## config.mk

```make
export PLATFORM = sky130hd
export DESIGN_NAME = mem_arbiter_flat
export DESIGN_NICKNAME = d
export VERILOG_FILES = /design/src/rtl/mem_arbiter_if.sv /design/src/rtl/mem_arbiter.sv /design/src/flat_wrapper.sv
export SDC_FILE = /design/constraint.sdc
export NUM_CORES = 1
export LEC_CHECK = 0
export ABC_AREA = 1
export BUFFER_PORTS_ARGS = -buffer_cell sky130_fd_sc_hd__buf_4
export CAP_MARGIN = 20
export CORE_AREA = 2 2 205 207
export DETAILED_ROUTE_END_ITERATION = 10
export DIE_AREA = 0 0 207 209
export PLACE_DENSITY_LB_ADDON = 0.12
export SYNTH_ARGS = -nofsm -noshare
export SYNTH_HDL_FRONTEND = slang
export SYNTH_SLANG_ARGS = --single-unit
```

## constraint.sdc

```tcl
create_clock -name clk -period 1.7 [get_ports clk]
set_input_delay 0.255 -clock clk [delete_from_list [all_inputs] [get_ports clk]]
set_output_delay 0.255 -clock clk [all_outputs]
set_load 0.01 [all_outputs]
```

## src/rtl/mem_arbiter_if.sv

```systemverilog
`default_nettype none
// ============================================================================
// Module   : mem_arbiter_if
// Brief    : IF/DM request ports and memory-side bus of mem_arbiter.
// Revision : 1.0
// ============================================================================
interface mem_arbiter_if #(
    parameter int ADDR_W = 64,
    parameter int DATA_W = 64
);
    logic              if_req;
    logic [ADDR_W-1:0] if_addr;
    logic              if_ack;
    logic [DATA_W-1:0] if_rdata;

    logic              dm_req;
    logic              dm_we;
    logic [ADDR_W-1:0] dm_addr;
    logic [DATA_W-1:0] dm_wdata;
    logic              dm_ack;
    logic [DATA_W-1:0] dm_rdata;

    logic              mem_en;
    logic              mem_we;
    logic [ADDR_W-1:0] mem_addr;
    logic [DATA_W-1:0] mem_wdata;
    logic [DATA_W-1:0] mem_rdata;

    // Arbiter side: serves the CPU ports and drives the memory.
    modport slave (
        input  if_req, if_addr,
        input  dm_req, dm_we, dm_addr, dm_wdata,
        input  mem_rdata,
        output if_ack, if_rdata,
        output dm_ack, dm_rdata,
        output mem_en, mem_we, mem_addr, mem_wdata
    );

    // Environment side: CPU stages plus the memory model.
    modport master (
        output if_req, if_addr,
        output dm_req, dm_we, dm_addr, dm_wdata,
        output mem_rdata,
        input  if_ack, if_rdata,
        input  dm_ack, dm_rdata,
        input  mem_en, mem_we, mem_addr, mem_wdata
    );
endinterface
`default_nettype wire

```

## src/rtl/mem_arbiter.sv

```systemverilog
`default_nettype none
// ============================================================================
// Module   : mem_arbiter
// Brief    : Serialises IF and DM requests onto one single-ported,
//            fixed-latency memory; one-cycle ack per transaction.
//            Define ARB_RR_EN for round-robin arbitration on contention
//            (default: fixed DM priority).
// Revision : 1.0
// ============================================================================
module mem_arbiter #(
    parameter int ADDR_W  = 64,
    parameter int DATA_W  = 64,
    parameter int MEM_LAT = 2
) (
    input  wire logic    clk,
    input  wire logic    reset,
    mem_arbiter_if.slave bus
);

    localparam int c_cnt_w = $clog2(MEM_LAT + 1);

    localparam logic [1:0] c_st_idle  = 2'd0;
    localparam logic [1:0] c_st_issue = 2'd1;
    localparam logic [1:0] c_st_wait  = 2'd2;
    localparam logic [1:0] c_st_resp  = 2'd3;

    localparam logic c_id_if = 1'b0;
    localparam logic c_id_dm = 1'b1;

    logic [1:0]         r_state;
    logic [1:0]         w_next_state;
    logic [c_cnt_w-1:0] r_cnt;
    logic               r_id;
    logic               r_we;
    logic [ADDR_W-1:0]  r_addr;
    logic [DATA_W-1:0]  r_wdata;
    logic [DATA_W-1:0]  r_if_rdata;
    logic [DATA_W-1:0]  r_dm_rdata;

    logic               w_accept;
    logic               w_grant_id;
    logic               w_last_beat;
    logic               w_capture;
    logic               w_mem_en;
    logic               w_if_ack;
    logic               w_dm_ack;

    assign w_accept    = (r_state == c_st_idle) && (bus.if_req || bus.dm_req);
    assign w_last_beat = (r_state == c_st_wait) && (r_cnt == c_cnt_w'(1));
    assign w_capture   = w_last_beat && !r_we;

    // ------------------------------------------------------------------
    // Arbitration
    // ------------------------------------------------------------------
`ifdef ARB_RR_EN
    logic r_last_grant;

    // On contention the port that did not win last time takes the grant.
    always_comb begin
        w_grant_id = bus.dm_req ? c_id_dm : c_id_if;
        if (bus.dm_req && bus.if_req) begin
            w_grant_id = ~r_last_grant;
        end
    end

    always_ff @(posedge clk) begin
        if (reset) begin
            r_last_grant <= c_id_if;
        end else if (w_accept) begin
            r_last_grant <= w_grant_id;
        end
    end
`else
    // DM serves the older instruction, so it always wins contention.
    assign w_grant_id = bus.dm_req ? c_id_dm : c_id_if;
`endif

    // ------------------------------------------------------------------
    // FSM: state register
    // ------------------------------------------------------------------
    always_ff @(posedge clk) begin
        if (reset) begin
            r_state <= c_st_idle;
        end else begin
            r_state <= w_next_state;
        end
    end

    // ------------------------------------------------------------------
    // FSM: next-state logic
    // ------------------------------------------------------------------
    always_comb begin
        w_next_state = r_state;
        case (r_state)
            c_st_idle: begin
                if (w_accept) begin
                    w_next_state = c_st_issue;
                end
            end
            c_st_issue: begin
                w_next_state = c_st_wait;
            end
            c_st_wait: begin
                if (w_last_beat) begin
                    w_next_state = c_st_resp;
                end
            end
            c_st_resp: begin
                w_next_state = c_st_idle;
            end
            default: begin
                w_next_state = c_st_idle;
            end
        endcase
    end

    // ------------------------------------------------------------------
    // FSM: outputs. Reset masks the strobes so an aborted transaction
    // never produces an ack or a memory access.
    // ------------------------------------------------------------------
    always_comb begin
        w_mem_en = 1'b0;
        w_if_ack = 1'b0;
        w_dm_ack = 1'b0;
        if (!reset) begin
            case (r_state)
                c_st_issue: w_mem_en = 1'b1;
                c_st_resp: begin
                    w_if_ack = (r_id == c_id_if);
                    w_dm_ack = (r_id == c_id_dm);
                end
                default: begin
                    w_mem_en = 1'b0;
                end
            endcase
        end
    end

    // ------------------------------------------------------------------
    // Latency counter
    // ------------------------------------------------------------------
    always_ff @(posedge clk) begin
        if (reset) begin
            r_cnt <= '0;
        end else if (r_state == c_st_issue) begin
            r_cnt <= c_cnt_w'(MEM_LAT);
        end else if ((r_state == c_st_wait) && (r_cnt != '0)) begin
            r_cnt <= r_cnt - 1'b1;
        end
    end

    // ------------------------------------------------------------------
    // Latched request: held on the memory bus until the next grant
    // ------------------------------------------------------------------
    always_ff @(posedge clk) begin
        if (reset) begin
            r_id    <= c_id_if;
            r_we    <= 1'b0;
            r_addr  <= '0;
            r_wdata <= '0;
        end else if (w_accept) begin
            r_id <= w_grant_id;
            if (w_grant_id == c_id_dm) begin
                r_we    <= bus.dm_we;
                r_addr  <= bus.dm_addr;
                r_wdata <= bus.dm_wdata;
            end else begin
                r_we   <= 1'b0;
                r_addr <= bus.if_addr;
            end
        end
    end

    // ------------------------------------------------------------------
    // Read data registers: updated only by a read to the same port
    // ------------------------------------------------------------------
    always_ff @(posedge clk) begin
        if (reset) begin
            r_if_rdata <= '0;
            r_dm_rdata <= '0;
        end else if (w_capture) begin
            if (r_id == c_id_dm) begin
                r_dm_rdata <= bus.mem_rdata;
            end else begin
                r_if_rdata <= bus.mem_rdata;
            end
        end
    end

    assign bus.mem_en    = w_mem_en;
    assign bus.mem_we    = r_we;
    assign bus.mem_addr  = r_addr;
    assign bus.mem_wdata = r_wdata;
    assign bus.if_ack    = w_if_ack;
    assign bus.dm_ack    = w_dm_ack;
    assign bus.if_rdata  = r_if_rdata;
    assign bus.dm_rdata  = r_dm_rdata;

endmodule
`default_nettype wire

```

## src/flat_wrapper.sv

```systemverilog
// flat-port wrapper written by rule: the top's interface ports become plain ports
module mem_arbiter_flat 
#(
    parameter int ADDR_W  = 64,
    parameter int DATA_W  = 64,
    parameter int MEM_LAT = 2
)
  (clk, reset, bus_if_req, bus_if_addr, bus_dm_req, bus_dm_we, bus_dm_addr, bus_dm_wdata, bus_mem_rdata, bus_if_ack, bus_if_rdata, bus_dm_ack, bus_dm_rdata, bus_mem_en, bus_mem_we, bus_mem_addr, bus_mem_wdata);
  mem_arbiter_if #(.ADDR_W(ADDR_W), .DATA_W(DATA_W)) bus_i ();
  input  wire logic clk;
  input  wire logic reset;
  input wire logic [$bits(bus_i.if_req)-1:0] bus_if_req;
  input wire logic [$bits(bus_i.if_addr)-1:0] bus_if_addr;
  input wire logic [$bits(bus_i.dm_req)-1:0] bus_dm_req;
  input wire logic [$bits(bus_i.dm_we)-1:0] bus_dm_we;
  input wire logic [$bits(bus_i.dm_addr)-1:0] bus_dm_addr;
  input wire logic [$bits(bus_i.dm_wdata)-1:0] bus_dm_wdata;
  input wire logic [$bits(bus_i.mem_rdata)-1:0] bus_mem_rdata;
  output wire logic [$bits(bus_i.if_ack)-1:0] bus_if_ack;
  output wire logic [$bits(bus_i.if_rdata)-1:0] bus_if_rdata;
  output wire logic [$bits(bus_i.dm_ack)-1:0] bus_dm_ack;
  output wire logic [$bits(bus_i.dm_rdata)-1:0] bus_dm_rdata;
  output wire logic [$bits(bus_i.mem_en)-1:0] bus_mem_en;
  output wire logic [$bits(bus_i.mem_we)-1:0] bus_mem_we;
  output wire logic [$bits(bus_i.mem_addr)-1:0] bus_mem_addr;
  output wire logic [$bits(bus_i.mem_wdata)-1:0] bus_mem_wdata;
  assign bus_i.if_req = bus_if_req;
  assign bus_i.if_addr = bus_if_addr;
  assign bus_i.dm_req = bus_dm_req;
  assign bus_i.dm_we = bus_dm_we;
  assign bus_i.dm_addr = bus_dm_addr;
  assign bus_i.dm_wdata = bus_dm_wdata;
  assign bus_i.mem_rdata = bus_mem_rdata;
  assign bus_if_ack = bus_i.if_ack;
  assign bus_if_rdata = bus_i.if_rdata;
  assign bus_dm_ack = bus_i.dm_ack;
  assign bus_dm_rdata = bus_i.dm_rdata;
  assign bus_mem_en = bus_i.mem_en;
  assign bus_mem_we = bus_i.mem_we;
  assign bus_mem_addr = bus_i.mem_addr;
  assign bus_mem_wdata = bus_i.mem_wdata;
  mem_arbiter #(.ADDR_W(ADDR_W), .DATA_W(DATA_W), .MEM_LAT(MEM_LAT)) u_core (.clk(clk), .reset(reset), .bus(bus_i));
endmodule
```

======== Word level (Yosys, flattened, before mapping) ========
Cells that the tools add are included.
cells by class
  add/sub/neg operators ................... 1
  equal/unequal tests ..................... 6
  multiply operators ...................... 0
  div/mod/pow operators ................... 0
  muxes and demuxes ....................... 14
  reductions and logical operators ........ 14
  bitwise gates (word level) .............. 1
  shifts and indexed selects .............. 0
  order comparisons ....................... 0
operators with widths
  operator                                                                 count
  64-bit two-way mux                                                       1
  1-bit two-way mux                                                        8
  2-bit two-way mux                                                        4
  2-bit one-hot mux with 4 select lines                                    1
  2-bit AND reduction                                                      4
  2-bit by 1-bit == test with 1-bit output, second input constant          2
  2-bit == test, second input constant                                     2
  1-bit logical AND                                                        4
  2-bit by 1-bit inequality test with 1-bit output, second input constant  2
  2-bit nonzero test                                                       2
  2-bit zero test                                                          1
  2-bit OR reduction                                                       1
  2-bit by 1-bit subtractor with 2-bit output, second input constant       1
  1-bit zero test                                                          1
  1-bit logical OR                                                         1
  1-bit NOT                                                                1
word-level totals
  bits of input ports ..................... 261
  bits in writable memories ............... 0
  memory bits (read-only) ................. 0
  memories kept ........................... 0
  bits in latches ......................... 0
  word-level logic and storage cells ...... 45
  output and inout port bits .............. 260
  register bits ........................... 262

======== Depth between registers and ports, before layout ========
  depth after elaboration ................. 4
  depth in mapped cells ................... 9
  gate-level depth less buffers ........... 8

======== Worst setup path before layout ========
Ideal clock, no wire load.
  kind .................................... register to register
  start point ............................. reg u_core.r_state[0]
  end point ............................... reg u_core.r_dm_rdata[10] (netlist: u_core.bus.dm_rdata[10])
  library setup time ...................... 0.113 ns
  arrival time ............................ 1.399 ns
  data required time ...................... 1.587 ns
  period minus slack after synthesis ...... 1.512 ns
  path buffers ............................ 2
  cell stages (with the launch flop) ...... 9
  slack ................................... 0.188 ns
  path through ............................ dfxtp_1 inv_1 ha_1 nand4_1 buf_2 clkbuf_1 nand2_1 nand2_1 nor2_1
between the ends
  longest elaborated chain between the ends .. 4
ends and longest elaborated chain
  item                                  line                text
  from (decl)                           mem_arbiter.sv:30   logic [1:0] r_state;
  from (signal assigned)                mem_arbiter.sv:83   r_state <= c_st_idle;
  from (signal assigned)                mem_arbiter.sv:85   r_state <= w_next_state;
  2-bit == test                         mem_arbiter.sv:49   assign w_last_beat = (r_state == c_st_wait) && (r_cnt == c_cnt_w'(1));
  1-bit logical AND                     mem_arbiter.sv:49
  1-bit logical AND                     mem_arbiter.sv:50   assign w_capture = w_last_beat && !r_we;
  2-bit AND reduction (no source line)  -
  to (signal assigned)                  mem_arbiter.sv:183  r_dm_rdata <= bus.mem_rdata;
  to (decl)                             mem_arbiter.sv:38   logic [DATA_W-1:0] r_dm_rdata;
Every way passes these cells.
A chain may end at the register's enable or synchronous reset.

======== Worst setup path in the final report ========
  start point ............................. reg u_core.r_state[0]
  end point ............................... out bus_mem_en
between the ends
  longest elaborated chain between the ends .. 3
ends and longest elaborated chain
  item                                      line                text
  2-bit by 1-bit == test with 1-bit output  mem_arbiter.sv:126  case (r_state)
  1-bit two-way mux                         mem_arbiter.sv:126
  1-bit two-way mux                         mem_arbiter.sv:125  if (!reset) begin
  to (decl)                                 flat_wrapper.sv:23  output wire logic [$bits(bus_i.mem_en)-1:0] bus_mem_en;
Every way passes these cells.

==> results.md <==
- Crit end category: primary output
- Top cell type's share of synthesized area: 0.467
- Clk buf depth: 3
- Slowest cell on the critical path: dfxtp_2
- Post-Route WL: 41,100 µm
- Core area: 0.0413 mm²
- Cells after Synth: 1,647
- RSZ-0062 raised after global routing: yes
- Cts bufs inserted: 31
- Worst-Margin Slew: 0.435 ns
- Setup Skew: 0.0168 ns
- Synthesized Nets: 1,915
- First-pass GRT wire length: around 64,000 µm
- Crit start category: flip-flop
- # setup viols final: 0
- Crit path required time: 1.44 ns
- Status: complete, no violations
- Synth area leaders: dfxtp_1 (47%), nor2_1 (15%), nand2_1 (9.1%)
- Worst-path clk slew: 0.06 ns
- Place WS: 0.0299 ns
- Final worst path period need: 1.68 ns
- Clock Sinks: 262
- Max cap viols: 0
- Congestion Overflow GR: 0
- Die width: 207 µm
- Yosys cell types: 24
- Worst hold-check path type: input pin to flip-flop
- Pin count of the biggest net entering global routing: 80
- Final Net Count: ~2,500
- Critical Path AT: 1.43 ns
- Avg WL per Cell: 14.6 µm
- Die ar.: 0.0433 mm²
- CP max FO: 3
- Achievable clock frequency: 595 MHz
- Worst r2r path cells: 9
- CP cell instances: buf_6 > ha_2 > inv_2 > nor2_1 > buf_4
- Post-DP HPWL: just under 30,000 µm
- Final worst-path cycle share: 0.989
- Clk root buf: clkbuf_16
- Seq/Total Area, Yosys: 0.467
- R2R Setup Slk: 0.11 ns
- GRT Overall Usage: 0.180
- Per-instance average area after synthesis: between 6 and 7 µm²
- Die Y: 209 µm
- Initial core utilization: 0.272
- Pwr dens: 1170 mW/mm²
- Vias in the first global route: 11,872
- Top-Level Pins: around 520
- Initial antenna violation count: 0
- Hold Vio Cnt, Final: 0
- Area growth syn-to-layout: 63.1%
- Kind of critical path: flip-flop to primary output
- Port buffer count: between 500 and 600
- Placed Area: between 0.015 and 0.02 mm²
- Share of cells above drive strength 1: 0.277
- Via-to-Cell Ratio: about 4.3
- Fin area: 0.0183 mm²
- Total number of vias: roughly 12,000
- CP max stage delay: 0.33 ns
- Post-Syn Area: 0.0112 mm²
- Yosys warns: 0
- Relative slew slack: 0.710
- Leading area contributor after synthesis: dfxtp_1
- Flops & latches, synth: between 200 and 300
- Site Rows: 75
- Final Slew Violations: 0
- DR DRC count: 0
- H-tree levels: 1
- Number of nets still failing antenna checks after routing: 0
- Worst skew pair latency: ~0.56 ns
- Worst VDD drop: 0.000978 V
- Setup WS post-layout: 0.0180 ns
- DR pass1 iterations: 4
- DRT iter0 DRCs: roughly 460
- GP Congestion: 0.807
- CTS tree: yes
- Diode count: 0
- Worst hold path depth: 5
- Pleak: 0.00943 µW
==> cells in the mapped netlist <==
library cell,instances
nor3_1,1
buf_1,2
buf_2,41
o21ai_0,84
o21ai_2,1
nor2_2,2
nor2_1,454
o21ai_1,44
dfxtp_1,262
inv_2,1
nand4_1,1
o21bai_1,64
nand2_1,271
nand3_1,67
o22ai_1,1
a21oi_1,68
buf_4,14
nand3b_1,1
clkbuf_1,48
clkbuf_2,2
ha_1,7
inv_1,205
clkinv_1,1
buf_6,5
==> routing by layer <==
metal	part of all wire	track usage
met3	0.070	0.0506
met2	0.49	0.317
met5	0	0
met1	0.42	0.215
met4	0.024	0.0480
==> sequential cells by signal, indices dropped and copies added, names as in the netlist <==
name                  flops
u_core.bus.mem_wdata     64
u_core.bus.dm_rdata      64
u_core.bus.mem_we         1
u_core.r_id               1
u_core.r_state            2
u_core.r_cnt              2
u_core.bus.mem_addr      64
u_core.bus.if_rdata      64
==> worst max-delay path: cells and delay by family, from the launching register on <==
family,cells,cell delay [ns]
flip-flops,1,0.33
buffers and inverters,3,0.30
adder cells (fa/ha/maj),1,0.17
AND/OR/NAND/NOR,1,0.09
==> cells in the final DEF (no fill, tap or decap), drive strengths merged <==
| cell | synthesis | final |
|---|---|---|
| a21oi | 68 | 68 |
| buf | 62 | 562 |
| bufinv | 0 | 3 |
| clkbuf | 50 | 48 |
| clkinv | 1 | 5 |
| clkinvlp | 0 | 2 |
| dfxtp | 262 | 262 |
| dlygate4sd3 | 0 | 129 |
| ha | 7 | 7 |
| inv | 206 | 207 |
| nand2 | 271 | 271 |
| nand3 | 67 | 67 |
| nand3b | 1 | 1 |
| nand4 | 1 | 1 |
| nor2 | 456 | 456 |
| nor3 | 1 | 1 |
| o21ai | 129 | 129 |
| o21bai | 64 | 64 |
| o22ai | 1 | 1 |
==> path summary, 6_finish.rpt <==
check | startpoint | end
worst max-delay path | u_core.r_state[0] | bus_mem_en
worst min-delay path | bus_dm_addr[38] | u_core.bus.mem_addr[38]
worst max register to register | u_core.r_state[0] | u_core.bus.if_rdata[45]
worst min register to register | u_core.bus.if_rdata[5] | u_core.bus.if_rdata[5]
==> metrics by stage <==
step                      hold slack (ns)  utilization  total power (µW)  setup TNS (ns)  cells
final                              0.0356        0.444             21500               0   2823
after global placement              0.463        0.384             14500               0   2634
after CTS                         0.00362        0.442             21800         -0.0315   2820
after global routing               0.0325        0.444             22800           -1.03   2823
after floorplan                     0.390            -             11200               0   1647
after detailed placement            0.470        0.384             14600               0   2634
==> final cells by class <==
| type | instances | area [µm²] |
|---|---|---|
| inverter | 207 | 787 |
| multi-input combinational | 1066 | 4700 |
| clock buffer | 46 | 912 |
| timing repair buffer | 693 | 5870 |
| clock inverter | 10 | 130 |
| sequential | 262 | 5250 |
| tap | 539 | 674 |
| fill | 4233 | 23000 |
==> repair_timing <==
action,in CTS,in global routing
setup buffers,1,1
setup endpoints to repair,3,76
endpoints found under the hold margin,147,0
gates resized for setup,14,3
pin swaps,0,1
hold buffers,129,0
cloned,0,2
==> power by group <==
| group | switching, µW | internal (µW) |
|---|---|---|
| clock network | 2660 | 4130 |
| logic | 3680 | 3220 |
| registers | 591 | 7210 |
==> cells by family after synthesis <==
kind of cell,synth area share
DFF,0.467
adders and majority gates,0.00779
and+or+nand+nor,0.275
buffers and inverters,0.119
AOI/OAI and AO/OA,0.131
Note: power is estimated with default switching activity, not from simulation.
